$ cat src/rtl/stage_ctrl_writer.sv
`default_nettype none
// ============================================================================
// stage_ctrl_writer: deserialises framed control commands for one RMT stage
// and issues single-cycle write strobes into its offset, TCAM and action tables.
// Revision: 1.0
// ============================================================================
module stage_ctrl_writer #(
   parameter int STAGE   = 0,
   parameter int KEY_LEN = 197,
   parameter int ACT_LEN = 25,
   parameter int KEY_OFF = 18,
   parameter int ADDR_W  = 4,
   parameter int C_W     = 64
) (
   input  logic                  axis_clk,
   input  logic                  aresetn,
   input  logic [C_W-1:0]        ctrl_data,
   input  logic                  ctrl_valid,
   input  logic                  ctrl_last,
   output logic                  ctrl_ready,
   output logic [KEY_OFF-1:0]    key_offset_out,
   output logic                  key_offset_valid_out,
   output logic [KEY_LEN-1:0]    lookup_din,
   output logic [KEY_LEN-1:0]    lookup_din_mask,
   output logic [ADDR_W-1:0]     lookup_din_addr,
   output logic                  lookup_din_en,
   output logic [ACT_LEN*25-1:0] action_data_in,
   output logic [ADDR_W-1:0]     action_addr,
   output logic                  action_en,
   output logic                  ctrl_err,
   output logic [7:0]            err_cnt
);

   localparam int ACT_W  = ACT_LEN * 25;
   localparam int NB_K   = (KEY_OFF + C_W - 1) / C_W;
   localparam int NB_L   = (KEY_LEN + C_W - 1) / C_W;
   localparam int NB_A   = (ACT_W + C_W - 1) / C_W;
   localparam int NB_MAX = (2 * NB_L > NB_A) ? 2 * NB_L : NB_A;
   localparam int ASM_W  = NB_MAX * C_W;
   localparam int CNT_W  = $clog2(NB_MAX + 1);

   localparam logic [1:0] TYPE_KEY = 2'd0;
   localparam logic [1:0] TYPE_LKP = 2'd1;
   localparam logic [1:0] TYPE_ACT = 2'd2;
   localparam logic [1:0] TYPE_RSV = 2'd3;

   typedef enum logic [1:0] {
      ST_IDLE    = 2'd0,
      ST_COLLECT = 2'd1,
      ST_DISCARD = 2'd2,
      ST_WRITE   = 2'd3
   } state_t;

   state_t             state_q, state_d;
   logic [1:0]         type_q, type_d;
   logic [ADDR_W-1:0]  addr_q, addr_d;
   logic [CNT_W-1:0]   cnt_q, cnt_d;
   logic [CNT_W-1:0]   cnt_inc, exp_cnt;
   logic [ASM_W-1:0]   asm_q, asm_d;
   logic               ready_q, ready_d;
   logic [KEY_OFF-1:0] key_offset_q, key_offset_d;
   logic               key_offset_en_q, key_offset_en_d;
   logic [KEY_LEN-1:0] lookup_q, lookup_d;
   logic [KEY_LEN-1:0] lookup_mask_q, lookup_mask_d;
   logic [ADDR_W-1:0]  lookup_addr_q, lookup_addr_d;
   logic               lookup_en_q, lookup_en_d;
   logic [ACT_W-1:0]   action_q, action_d;
   logic [ADDR_W-1:0]  action_addr_q, action_addr_d;
   logic               action_en_q, action_en_d;
   logic               err_q, err_d;
   logic [7:0]         err_cnt_q, err_cnt_d;
   logic               accept;

   assign accept  = ctrl_valid & ready_q;
   assign cnt_inc = cnt_q + 1'b1;

   always_comb begin
      exp_cnt = CNT_W'(NB_A);
      case (type_q)
         TYPE_KEY: exp_cnt = CNT_W'(NB_K);
         TYPE_LKP: exp_cnt = CNT_W'(2 * NB_L);
         default:  exp_cnt = CNT_W'(NB_A);
      endcase
   end

   always_comb begin
      state_d         = state_q;
      type_d          = type_q;
      addr_d          = addr_q;
      cnt_d           = cnt_q;
      asm_d           = asm_q;
      err_d           = 1'b0;
      key_offset_d    = key_offset_q;
      key_offset_en_d = 1'b0;
      lookup_d        = lookup_q;
      lookup_mask_d   = lookup_mask_q;
      lookup_addr_d   = lookup_addr_q;
      lookup_en_d     = 1'b0;
      action_d        = action_q;
      action_addr_d   = action_addr_q;
      action_en_d     = 1'b0;

      case (state_q)
         ST_IDLE: begin
            if (accept) begin
               type_d = ctrl_data[1:0];
               addr_d = ctrl_data[4+ADDR_W:5];
               cnt_d  = '0;
               // A header-only frame is malformed even when aimed at another stage.
               if (ctrl_last) begin
                  err_d = 1'b1;
               end else if (ctrl_data[4:2] != 3'(STAGE)) begin
                  state_d = ST_DISCARD;
               end else if (ctrl_data[1:0] == TYPE_RSV) begin
                  state_d = ST_DISCARD;
                  err_d   = 1'b1;
               end else begin
                  state_d = ST_COLLECT;
               end
            end
         end
         ST_COLLECT: begin
            if (accept) begin
               for (int b = 0; b < NB_MAX; b++) begin
                  if (cnt_q == CNT_W'(b)) asm_d[b*C_W +: C_W] = ctrl_data;
               end
               cnt_d = cnt_inc;
               if (ctrl_last) begin
                  if (cnt_inc == exp_cnt) begin
                     state_d = ST_WRITE;
                     // Load from asm_d so the final beat lands in the same edge.
                     case (type_q)
                        TYPE_KEY: begin
                           key_offset_d    = asm_d[KEY_OFF-1:0];
                           key_offset_en_d = 1'b1;
                        end
                        TYPE_LKP: begin
                           lookup_d      = asm_d[KEY_LEN-1:0];
                           lookup_mask_d = asm_d[NB_L*C_W +: KEY_LEN];
                           lookup_addr_d = addr_q;
                           lookup_en_d   = 1'b1;
                        end
                        default: begin
                           action_d      = asm_d[ACT_W-1:0];
                           action_addr_d = addr_q;
                           action_en_d   = 1'b1;
                        end
                     endcase
                  end else begin
                     state_d = ST_IDLE;
                     err_d   = 1'b1;
                  end
               end else if (cnt_inc == exp_cnt) begin
                  state_d = ST_DISCARD;
                  err_d   = 1'b1;
               end
            end
         end
         ST_DISCARD: begin
            if (accept && ctrl_last) state_d = ST_IDLE;
         end
         default: begin
            state_d = ST_IDLE;
         end
      endcase

      ready_d   = (state_d != ST_WRITE);
      err_cnt_d = (err_d && err_cnt_q != 8'hFF) ? err_cnt_q + 8'd1 : err_cnt_q;
   end

   always_ff @(posedge axis_clk or negedge aresetn) begin
      if (!aresetn) begin
         state_q         <= ST_IDLE;
         type_q          <= '0;
         addr_q          <= '0;
         cnt_q           <= '0;
         asm_q           <= '0;
         ready_q         <= 1'b0;
         key_offset_q    <= '0;
         key_offset_en_q <= 1'b0;
         lookup_q        <= '0;
         lookup_mask_q   <= '0;
         lookup_addr_q   <= '0;
         lookup_en_q     <= 1'b0;
         action_q        <= '0;
         action_addr_q   <= '0;
         action_en_q     <= 1'b0;
         err_q           <= 1'b0;
         err_cnt_q       <= '0;
      end else begin
         state_q         <= state_d;
         type_q          <= type_d;
         addr_q          <= addr_d;
         cnt_q           <= cnt_d;
         asm_q           <= asm_d;
         ready_q         <= ready_d;
         key_offset_q    <= key_offset_d;
         key_offset_en_q <= key_offset_en_d;
         lookup_q        <= lookup_d;
         lookup_mask_q   <= lookup_mask_d;
         lookup_addr_q   <= lookup_addr_d;
         lookup_en_q     <= lookup_en_d;
         action_q        <= action_d;
         action_addr_q   <= action_addr_d;
         action_en_q     <= action_en_d;
         err_q           <= err_d;
         err_cnt_q       <= err_cnt_d;
      end
   end

   assign ctrl_ready           = ready_q;
   assign key_offset_out       = key_offset_q;
   assign key_offset_valid_out = key_offset_en_q;
   assign lookup_din           = lookup_q;
   assign lookup_din_mask      = lookup_mask_q;
   assign lookup_din_addr      = lookup_addr_q;
   assign lookup_din_en        = lookup_en_q;
   assign action_data_in       = action_q;
   assign action_addr          = action_addr_q;
   assign action_en            = action_en_q;
   assign ctrl_err             = err_q;
   assign err_cnt              = err_cnt_q;

endmodule

`default_nettype wire
$ cat config.mk
export PLATFORM = sky130hd
export DESIGN_NAME = stage_ctrl_writer
export DESIGN_NICKNAME = d
export VERILOG_FILES = /design/src/rtl/stage_ctrl_writer.sv
export SDC_FILE = /design/constraint.sdc
export NUM_CORES = 2
export LEC_CHECK = 0
export BUFFER_PORTS_ARGS = -buffer_cell sky130_fd_sc_hd__buf_2
export CORE_AREA = 2 2 439 441
export DETAILED_ROUTE_END_ITERATION = 16
export DIE_AREA = 0 0 441 443
export GPL_ROUTABILITY_DRIVEN = 0
export SLEW_MARGIN = 20
export SYNTH_ARGS = -nofsm -noshare
export SYNTH_HDL_FRONTEND = slang
export SYNTH_SLANG_ARGS = --single-unit
$ cat constraint.sdc
create_clock -name axis_clk -period 2.5 [get_ports axis_clk]
set_input_delay 0.25 -clock axis_clk [delete_from_list [all_inputs] [get_ports axis_clk]]
set_output_delay 0.25 -clock axis_clk [all_outputs]
set_load 0.02 [all_outputs]
==> flow_summary_export.csv <==
group,metric,value,unit
floorplan,initial_utilization,35.5,%
floorplan,core_area,0.191,sq mm
run_status,violations,"setup timing",
cts,numCtsBuffers,181,
synth,synth_compound_area_share,7.85,%
cts,cts_max_level,4,
layout,layout_commonest_cell,"dfrtp_1",
synth,synth_edf_count,0,
synth,async_flop_share,100,%
synth,synthMuxAreaShare,19.9,%
layout,postLayoutCoreUtil,45.2,%
timing,maxSlewViolCount,0,
worst_setup_path,required,3210,ps
layout,fin_cells,9554,
timing,final.setup.worst_slack,-8.58,ps
cts,clk_latency,850,ps
power,p_leak,46.4,nW
worst_setup_path,critPathMaxFanout,12,
worst_setup_path,rr_worst_depth,12,
synth,seq_area_frac_synth,62.6,%
cts,cts_tree,"yes",
synth,syn_area_per_cell,12.0,sq um
worst_hold_path,hold_class,"primary input to asynchronous set/reset pin",
worst_setup_path,end_kind,"register",
synth,synthAdderAreaFrac,0.0923,%
timing,clock_skew,37.2,ps
global_route,first_global_vias,48200,
layout,num-nets-final,6950,
place,place_inst,9109,
layout,syn_to_final_growth,27.5,%
synth,synthesis.area,0.0678,sq mm
worst_setup_path,cp-start-kind,"register",
timing,finalSetupViolCount,1,
global_route,antenna_found_initial,5,
worst_setup_path,arrival,3210,ps
cts,clkSinkCount,1695,
run_status,status,"finished, violations left",
timing,tightest_slew,708,ps
global_route,grt-ovfl-total,0,
worst_setup_path,critical_path_class,"register to register",
route,post-route-drc-count,0,
timing,rsz0062_at_grt,"true",
layout,num-fill-cells,17500,
timing,finalHoldViolCount,0,
job,maxCapViolCount,0,
route,route.vias.total,48700,
timing,fin_crit_sh,100,%
floorplan,die_h,443,um
place,dp_hpwl,165000,um
synth,syn_nets,5708,
route,drt_iter0_drc,3391,
layout,final_cell_mix,"dfrtp_1 (1695), buf_2 (1124), nand2_1 (643)",
route,drt_first_pass_iters,7,
cts,cts_root_buffer,"clkbuf_16",
synth,syn_inst,5635,
global_route,grt_use_total,23.1,%
cts,clk_pin_slew,60,ps
timing,fmax,0.399,GHz
route,finalWirelength,235000,um
synth,yosysWarningCount,0,
layout,drive_gt1_share,35.2,%
timing,maxSlewHeadroom,51.4,%
place,io_buffers,1125,
global_route,grt_max_degree,109,
route,wl_per_cell,24.6,um
floorplan,io_pins,1126,
synth,ys_types,41,
cts,ctsLongestPathBuffers,3,
floorplan,die_w,441,um
synth,synth-xor-area-share,0.103,%
global_route,grt_pass1_wl,333000,um
synth,synth_simple_gate_area_share,6.32,%
synth,ys_seq_elements,1695,
floorplan,rows,161,
route,ant_nets,0,
synth,synth_flop_cell,"dfrtp_1",
floorplan,die-area,0.195,sq mm
power,peakVddDrop,513,uV
timing,final.min_clock_period,2510,ps
synth,synth_top_family_by_area,"multiplexers",
power,cellPowerDensity,683,mW/mm^2
route,vias_per_cell,5.10,
[worst max-delay path, cell delays in order, from the launching register on]
cell,delay [ps]
dfrtp_1,410
inv_2,80
ha_4,300
and2_4,140
a21oi_2,40
a2111oi_4,320
buf_4,210
nand2_8,110
buf_12,180
buf_16,180
clkbuf_16,180
nand2_1,70
o21ai_0,90
[stage by stage]
step                      total power, mW  TNS, ps  hold WS, ps  setup WS [ps]  area (sq um)
after global routing                 60.9   -22280          247           -104         86400
after CTS                            59.6    -6.84          204          -6.84         85400
after global placement               31.3        0          237           51.6         78300
after detailed placement             31.4    -12.5          241          -12.5         78300
after floorplan                      29.7        0        -45.6           59.5         67800
final                                59.0    -8.58          265          -8.58         86400
[final timing paths]
| path | startpoint | endpoint | slack [ps] |
|---|---|---|---|
| max | cnt_q[1] | action_data_in[176] | -9 |
| min | aresetn | action_data_in[386] | 270 |
| max reg2reg | cnt_q[1] | action_data_in[176] | -9 |
| min reg2reg | action_data_in[460] | action_data_in[460] | 470 |
| max in group asynchronous | aresetn | lookup_din[24] | 1570 |
| min in group axis_clk | ctrl_last | state_q[0] | 400 |
[what timing repair did]
action / CTS / global route
cloned: 2 / 31
hold buffers: 70 / 0
setup endpoints to repair: 32 / 711
pin swaps: 1 / 2
gates resized for setup: 4 / 151
buffers inserted: 2 / 6
endpoints found under the hold margin: 1715 / 0
[synthesized netlist by cell type, drive strengths merged (6+ instances only)]
library cell / count / area share, %
and3: 7 / 0.065
clkbuf: 321 / 1.8
nand2: 663 / 3.7
inv: 6 / 0.033
a21oi: 396 / 2.9
dfrtp: 1695 / 63
buf: 170 / 1.4
xnor2: 7 / 0.090
nand3: 9 / 0.066
o21ai: 649 / 4.8
nor2: 407 / 2.3
mux2: 639 / 11
mux2i: 625 / 9.2
[flip-flops by register name, summed over array words and instances, names as in the netlist, 2 cells and up]
signal	cells
action_addr	4
action_data_in	625
addr_q	4
asm_q	625
cnt_q	4
err_cnt	8
key_offset_out	18
lookup_din	197
lookup_din_addr	4
lookup_din_mask	197
state_q	2
type_q	2
[per-layer routing]
layer,up-vias,GRT usage [%],part of all wire (%)
li1,21800,-,-
met1,25000,29.8,42
met2,1524,36.6,47
met3,436,4.87,6.0
met4,0,11.7,5.5
met5,-,0,0
[layout make-up]
cell class | instances | area (sq um) | area share [%]
inverters | 6 | 22.5 | 0.0261
well taps | 2526 | 3160 | 3.66
clock buffers | 270 | 5350 | 6.19
clock inverters | 63 | 886 | 1.03
multi-input cells | 3443 | 23500 | 27.2
diodes | 1 | 2.50 | 0.00290
repair buffers | 1550 | 11100 | 12.8
flip-flops and latches | 1695 | 42400 | 49.1
[report_power, final]
group          switching, mW  leakage [nW]  internal (mW)
sequential             0.301          23.6           27.9
combinational           1.93          19.7          0.887
clock                   11.6          3.04           16.3
total                   13.9          46.4           45.1
[cell families (layout without fill, tap and decap cells)]
family | after synthesis | after routing
AO/OA/AOI/OAI | 1054 | 1054
flip-flops | 1695 | 1695
XOR/XNOR | 8 | 8
multiplexers | 1264 | 1264
AND/OR/NAND/NOR | 1112 | 1112
other | 0 | 1
adder cells (fa/ha/maj) | 5 | 5
buffers and inverters | 497 | 1889
No activity file was read; power rests on OpenSTA's default activity.
